### config.mk
export PLATFORM = sky130hd
export DESIGN_NAME = hamming_block_decoder
export DESIGN_NICKNAME = d
export VERILOG_FILES = /design/src/rtl/hamming_pkg.sv /design/src/rtl/hamming_lane.sv /design/src/rtl/hamming_block_decoder.sv
export SDC_FILE = /design/constraint.sdc
export NUM_CORES = 1
export LEC_CHECK = 0
export CAP_MARGIN = 10
export CORE_MARGIN = 5
export CORE_UTILIZATION = 40
export DETAILED_ROUTE_END_ITERATION = 12
export PLACE_DENSITY = 0.8
export RECOVER_POWER = 50
export SLEW_MARGIN = 15
export SYNTH_ARGS = -nofsm -noshare
export SYNTH_HDL_FRONTEND = slang
export SYNTH_SLANG_ARGS = --single-unit
### constraint.sdc
create_clock -name clk -period 10.3 [get_ports clk]
set_input_delay 2.06 -clock clk [delete_from_list [all_inputs] [get_ports clk]]
set_output_delay 2.06 -clock clk [all_outputs]
set_load 0.01 [all_outputs]
### src/rtl/hamming_pkg.sv
// Shared syndrome codes, decoder FSM state and parity helper for the Hamming block decoder.
// Parity per 4-bit block: p2 = d0^d2^d3, p1 = d0^d1^d3, p0 = d0^d1^d2.
package hamming_pkg;

  localparam logic [2:0] SYN_D0 = 3'b111;
  localparam logic [2:0] SYN_D1 = 3'b011;
  localparam logic [2:0] SYN_D2 = 3'b101;
  localparam logic [2:0] SYN_D3 = 3'b110;
  localparam logic [2:0] SYN_P0 = 3'b001;
  localparam logic [2:0] SYN_P1 = 3'b010;
  localparam logic [2:0] SYN_P2 = 3'b100;

  typedef enum logic [1:0] {
    IDLE   = 2'd0,
    DECODE = 2'd1,
    DONE   = 2'd2
  } state_t;

  function automatic logic [2:0] calc_parity(input logic [3:0] d);
    calc_parity = {d[0] ^ d[2] ^ d[3],
                   d[0] ^ d[1] ^ d[3],
                   d[0] ^ d[1] ^ d[2]};
  endfunction

endpackage

### src/rtl/hamming_lane.sv
// Combinational single-block decode: recomputes parity, forms the syndrome and
// corrects one flipped bit in either the 4 data bits or the 3 parity bits.
module hamming_lane
  import hamming_pkg::*;
(
  input  logic [3:0] d_in,
  input  logic [2:0] p_in,
  output logic [3:0] d_out,
  output logic [2:0] p_out,
  output logic       syn_nz,
  output logic       data_fix,
  output logic       par_fix
);

  logic [2:0] syn;

  always_comb begin
    syn      = calc_parity(d_in) ^ p_in;
    d_out    = d_in;
    p_out    = p_in;
    data_fix = 1'b0;
    par_fix  = 1'b0;
    // Two flipped bits alias onto a single-bit syndrome and get miscorrected.
    case (syn)
      SYN_D0: begin d_out[0] = ~d_in[0]; data_fix = 1'b1; end
      SYN_D1: begin d_out[1] = ~d_in[1]; data_fix = 1'b1; end
      SYN_D2: begin d_out[2] = ~d_in[2]; data_fix = 1'b1; end
      SYN_D3: begin d_out[3] = ~d_in[3]; data_fix = 1'b1; end
      SYN_P0: begin p_out[0] = ~p_in[0]; par_fix  = 1'b1; end
      SYN_P1: begin p_out[1] = ~p_in[1]; par_fix  = 1'b1; end
      SYN_P2: begin p_out[2] = ~p_in[2]; par_fix  = 1'b1; end
      default: ;
    endcase
    syn_nz = |syn;
  end

endmodule

### src/rtl/hamming_block_decoder.sv
// Time-multiplexed Hamming decoder: LANES blocks corrected per cycle, result held until out_ready.
// Optional HAMMING_DEC_STATS_EN adds stat_clr and saturating data/parity fix counters.
module hamming_block_decoder
  import hamming_pkg::*;
#(
  parameter int WIDTH       = 64,
  parameter int BLOCKS      = WIDTH / 4,
  parameter int PARITY_BITS = BLOCKS * 3,
  parameter int LANES       = 4,
  parameter int CNT_W       = $clog2(BLOCKS + 1)
) (
  input  logic                   clk,
  input  logic                   rst,
`ifdef HAMMING_DEC_STATS_EN
  input  logic                   stat_clr,
  output logic [15:0]            stat_data_fix,
  output logic [15:0]            stat_par_fix,
`endif
  input  logic                   in_valid,
  output logic                   in_ready,
  input  logic [WIDTH-1:0]       in_data,
  input  logic [PARITY_BITS-1:0] in_parity,
  output logic                   out_valid,
  input  logic                   out_ready,
  output logic [WIDTH-1:0]       out_data,
  output logic [PARITY_BITS-1:0] out_parity,
  output logic                   out_err,
  output logic [CNT_W-1:0]       out_corr_cnt
);

  localparam int GROUPS = BLOCKS / LANES;
  localparam int IDX_W  = (GROUPS > 1) ? $clog2(GROUPS) : 1;
  localparam logic [IDX_W-1:0] LAST_IDX = IDX_W'(GROUPS - 1);

  state_t                 state_q, state_d;
  logic [IDX_W-1:0]       idx_q, idx_d;
  logic [CNT_W-1:0]       cnt_q, cnt_d;
  logic [WIDTH-1:0]       work_data_q, work_data_d;
  logic [PARITY_BITS-1:0] work_par_q, work_par_d;

  logic [3:0]       lane_d_in  [LANES];
  logic [2:0]       lane_p_in  [LANES];
  logic [3:0]       lane_d_out [LANES];
  logic [2:0]       lane_p_out [LANES];
  logic [LANES-1:0] lane_nz;
  logic [LANES-1:0] lane_dfix;
  logic [LANES-1:0] lane_pfix;

  // Lane l always works on block idx*LANES + l of the current group.
  always_comb begin
    for (int l = 0; l < LANES; l++) begin
      lane_d_in[l] = work_data_q[(int'(idx_q) * LANES + l) * 4 +: 4];
      lane_p_in[l] = work_par_q[(int'(idx_q) * LANES + l) * 3 +: 3];
    end
  end

  for (genvar l = 0; l < LANES; l++) begin : g_lane
    hamming_lane u_lane (
      .d_in     (lane_d_in[l]),
      .p_in     (lane_p_in[l]),
      .d_out    (lane_d_out[l]),
      .p_out    (lane_p_out[l]),
      .syn_nz   (lane_nz[l]),
      .data_fix (lane_dfix[l]),
      .par_fix  (lane_pfix[l])
    );
  end

  always_ff @(posedge clk or posedge rst) begin
    if (rst) begin
      state_q     <= IDLE;
      idx_q       <= '0;
      cnt_q       <= '0;
      work_data_q <= '0;
      work_par_q  <= '0;
    end else begin
      state_q     <= state_d;
      idx_q       <= idx_d;
      cnt_q       <= cnt_d;
      work_data_q <= work_data_d;
      work_par_q  <= work_par_d;
    end
  end

  always_comb begin
    state_d     = state_q;
    idx_d       = idx_q;
    cnt_d       = cnt_q;
    work_data_d = work_data_q;
    work_par_d  = work_par_q;
    case (state_q)
      IDLE: begin
        if (in_valid && in_ready) begin
          work_data_d = in_data;
          work_par_d  = in_parity;
          idx_d       = '0;
          cnt_d       = '0;
          state_d     = DECODE;
        end
      end
      DECODE: begin
        for (int l = 0; l < LANES; l++) begin
          work_data_d[(int'(idx_q) * LANES + l) * 4 +: 4] = lane_d_out[l];
          work_par_d[(int'(idx_q) * LANES + l) * 3 +: 3]  = lane_p_out[l];
          cnt_d = cnt_d + CNT_W'(lane_nz[l]);
        end
        idx_d = idx_q + 1'b1;
        if (idx_q == LAST_IDX) begin
          idx_d   = '0;
          state_d = DONE;
        end
      end
      DONE: begin
        if (out_ready) begin
          state_d = IDLE;
        end
      end
      default: state_d = IDLE;
    endcase
  end

  // Outputs are forced to zero outside DONE so a reset clears them at once.
  always_comb begin
    in_ready     = (state_q == IDLE) && !rst;
    out_valid    = (state_q == DONE);
    out_data     = out_valid ? work_data_q : '0;
    out_parity   = out_valid ? work_par_q  : '0;
    out_corr_cnt = out_valid ? cnt_q       : '0;
    out_err      = (out_corr_cnt != '0);
  end

`ifdef HAMMING_DEC_STATS_EN
  logic [15:0] stat_data_q, stat_data_d;
  logic [15:0] stat_par_q, stat_par_d;
  logic [16:0] data_inc, par_inc, data_sum, par_sum;

  always_comb begin
    data_inc = '0;
    par_inc  = '0;
    for (int l = 0; l < LANES; l++) begin
      data_inc = data_inc + 17'(lane_dfix[l]);
      par_inc  = par_inc  + 17'(lane_pfix[l]);
    end
    data_sum    = {1'b0, stat_data_q} + data_inc;
    par_sum     = {1'b0, stat_par_q} + par_inc;
    stat_data_d = stat_data_q;
    stat_par_d  = stat_par_q;
    if (state_q == DECODE) begin
      stat_data_d = data_sum[16] ? 16'hFFFF : data_sum[15:0];
      stat_par_d  = par_sum[16]  ? 16'hFFFF : par_sum[15:0];
    end
    if (stat_clr) begin
      stat_data_d = '0;
      stat_par_d  = '0;
    end
  end

  always_ff @(posedge clk or posedge rst) begin
    if (rst) begin
      stat_data_q <= '0;
      stat_par_q  <= '0;
    end else begin
      stat_data_q <= stat_data_d;
      stat_par_q  <= stat_par_d;
    end
  end

  assign stat_data_fix = stat_data_q;
  assign stat_par_fix  = stat_par_q;
`else
  logic unused_fix;
  assign unused_fix = ^{lane_dfix, lane_pfix};
`endif

endmodule

==> impl_results.md <==
- H-tree depth: 4
- Antenna viol nets, final: 0
- Global-route wire length before repair: 47230 microns
- Root buffer cell: clkbuf_16
- Max-cap viol count: 2
- FILL cells: 1769
- Cts repair resizes: 0
- Most common cell after layout, fill and taps aside: clkdlybuf4s50_1
- Largest net degree at the start of global routing: 113
- Crit path DAT: 5.90 ns
- Setup WS pre-CTS: 4.975 ns
- Initial DRC count: 799
- Post-DR wirelength/cell: 22.00 microns
- CP Class: register to register
- Hold crit path type: register to register
- TritonCTS Buffers: 17
- Tmin final: 5.605 ns
- Commonest non-fill, non-tap cells in the layout: clkdlybuf4s50_1, dfrtp_1, and2_1, o21ai_0, a21oi_1
- Setup TNS: 0 ns
- Avg Cell Area, Syn: 9.048 sq um
- RSZ-0062 raised after global routing: false
- Clock Latency Late Sink: 0.42 ns
- Clock sink count: 121
- Period utilisation layout: 0.5442
- Critical path's most frequent cell: fa_1
- RePlAce Congestion: 0.9387
- Final net count: 1232
- YS warnings: 0
- Synth Register Bits: 121
- Fin. Hold Viols: 0
- Grt total ovfl: 0
- Critical Path RT: 10.60 ns
- Max-slew violations: 72
- Die area: 0.02329 sq mm
- Clock Path Buffers: 2
- Final worst setup slack: 4.695 ns
- CP Max Fanout: 21
- Reg clk slew, reported paths: 0.05 ns
- Post CTS Setup Buffer Count: 0
- Die Height: 152.6 microns
- Net Count, Synth: 1026
- Total track usage: 0.2563
- Worst setup EP type: register
- Post-synth EDFFs: 0
- FP Rows: 52
- Seq/Total Area, Yosys: 0.3723
- Vias/cell: 5.797
- Worst Tran Pin Value: 1.944 ns
- Worst R2R Start: idx_q[1]
- First drt pass iteration count: 6
- CTS Hold Bufs: 0
- Initial Util: 0.4046
- R2R Setup Slk: 4.70 ns
- Failing checks: max-capacitance violations, max-slew violations
- CTS tree: built
- Async SR Flop Fraction: 1.000
- Core Area: 0.02010 sq mm
- Initial antenna violation count: 3
- Hold path startpoint: cnt_q[4]
- Worst r2r dst: cnt_q[2]
- DR vias: 8064
- Largest stage delay, worst path: 1.06 ns
- Post-synthesis cell type count: 58
- Prevailing post-synth register cell: dfrtp_1
- Crit path cell chain: clkbuf_1 > mux4_2 > xnor3_1 > xor2_1 > and3_1 > fa_1 > fa_1 > fa_1 > nand2_1 > nand2_1 > mux2_2
- Cells after Synth: 899
- IO Pins: 236
- Buffers added on ports: 235
- Slowest-stage cell, CP: clkbuf_1
- Routed wire length: 30600 microns
- # setup viols final: 0
- Peak Freq: 178.4 MHz
- Detailed placement HPWL: 21420 microns
- Clock skew: 0.007713 ns
- Outcome: finished, violations left
- Number of global-route vias before repair: 8232
- Area Growth Syn to Fin: 37.52%
- Hold EP: cnt_q[4]
- Post-Syn Area: 0.008134 sq mm
- Max-slew headroom: -0.3031
- Share of cells above drive strength 1: 0.07692
- Startpoint Class: register
- Hold Path Cell Cnt: 1
- Worst R2R Path Depth: 11
- Post-route DRC: 0
- Width of the chip: 152.6 microns
==> registers in the layout (all words and copies together) (netlist names) <==
signal	count
cnt_q	5
state_q	2
work_data_q	64
idx_q	2
work_par_q	48
==> critical path: cells and delay by family (launching register included) <==
| kind | cells | cell delay [ns] |
|---|---|---|
| AND/OR/NAND/NOR | 3 | 0.42 |
| flip-flops | 1 | 0.97 |
| adder cells (fa/ha/maj) | 3 | 1.34 |
| multiplexers | 2 | 0.78 |
| XOR/XNOR | 2 | 0.90 |
| buffers and inverters | 1 | 1.06 |
==> area by class of cell <==
cell class / count / area, sq um / area share
multi-input cells: 701 / 4770 / 0.4264
flip-flops and latches: 121 / 3029 / 0.2708
repair buffers: 246 / 2431 / 0.2173
clock buffers: 23 / 467.9 / 0.04183
well taps: 270 / 337.8 / 0.03020
clock inverters: 9 / 73.82 / 0.006600
inverters: 18 / 68.82 / 0.006152
diodes: 3 / 7.507 / 0.0006711
==> cell families after synthesis <==
family	count (synthesis)	synth area share
mux	37	0.08952
fa+ha+maj	11	0.01969
buf+inv	77	0.03846
compound gates	265	0.1889
xor+xnor	60	0.07645
simple gates	328	0.2147
flops	121	0.3722
==> routing by layer <==
metal	global-route usage	up-vias	routed length [microns]
li1	-	3604	-
met1	0.3377	3892	12420
met2	0.4040	496	14340
met3	0.06106	72	2858
met4	0.1129	0	976
met5	0	-	0
==> cell usage after synthesis (all sizes together), types with 3 or more instances <==
| cell | instances | share of area |
|---|---|---|
| fa | 3 | 0.0074 |
| dfrtp | 121 | 0.37 |
| a21oi | 84 | 0.052 |
| or4 | 4 | 0.0037 |
| buf | 10 | 0.0075 |
| inv | 17 | 0.0078 |
| a2bb2oi | 11 | 0.012 |
| nor2b | 5 | 0.0038 |
| mux4 | 28 | 0.078 |
| ha | 8 | 0.012 |
| nor3b | 3 | 0.0034 |
| nand3 | 19 | 0.012 |
| nor2 | 58 | 0.027 |
| or3 | 6 | 0.0046 |
| a31oi | 4 | 0.0031 |
| a221oi | 4 | 0.0043 |
| xor2 | 21 | 0.025 |
| a22oi | 6 | 0.0055 |
| nand2b | 5 | 0.0038 |
| mux2 | 6 | 0.0083 |
| o211ai | 4 | 0.0037 |
| o21a | 28 | 0.026 |
| and3 | 31 | 0.024 |
| mux2i | 3 | 0.0037 |
| xnor2 | 36 | 0.043 |
| o21ai | 99 | 0.061 |
| nand4 | 5 | 0.0038 |
| and2 | 114 | 0.088 |
| nand2 | 57 | 0.026 |
| clkbuf | 49 | 0.023 |
| nor3 | 15 | 0.0092 |
| o22ai | 15 | 0.012 |
==> worst max path at each step <==
stage               slack, ns  cells after the start      from        to
finish                   4.70                     11  idx_q[1]  cnt_q[2]
global route             4.61                     11  idx_q[1]  cnt_q[2]
CTS                      4.99                      3       rst  in_ready
detailed placement       4.97                      3       rst  in_ready
global placement         4.98                      3       rst  in_ready
floorplan                5.03                      1       rst  cnt_q[0]
==> stage by stage <==
stage	util	area (sq um)	hold WS, ns	instances
floorplan	-	8134	0.4367	899
detailed placement	0.5316	10690	0.4757	1356
CTS	0.5586	11230	0.4848	1388
global placement	0.5316	10690	0.4711	1356
global route	0.5564	11190	0.5013	1391
finish	0.5564	11190	0.4863	1391
Power is left out: the tool's default activity adds up to more than one toggle a clock period on the data nets, which glitch-free logic cannot reach.
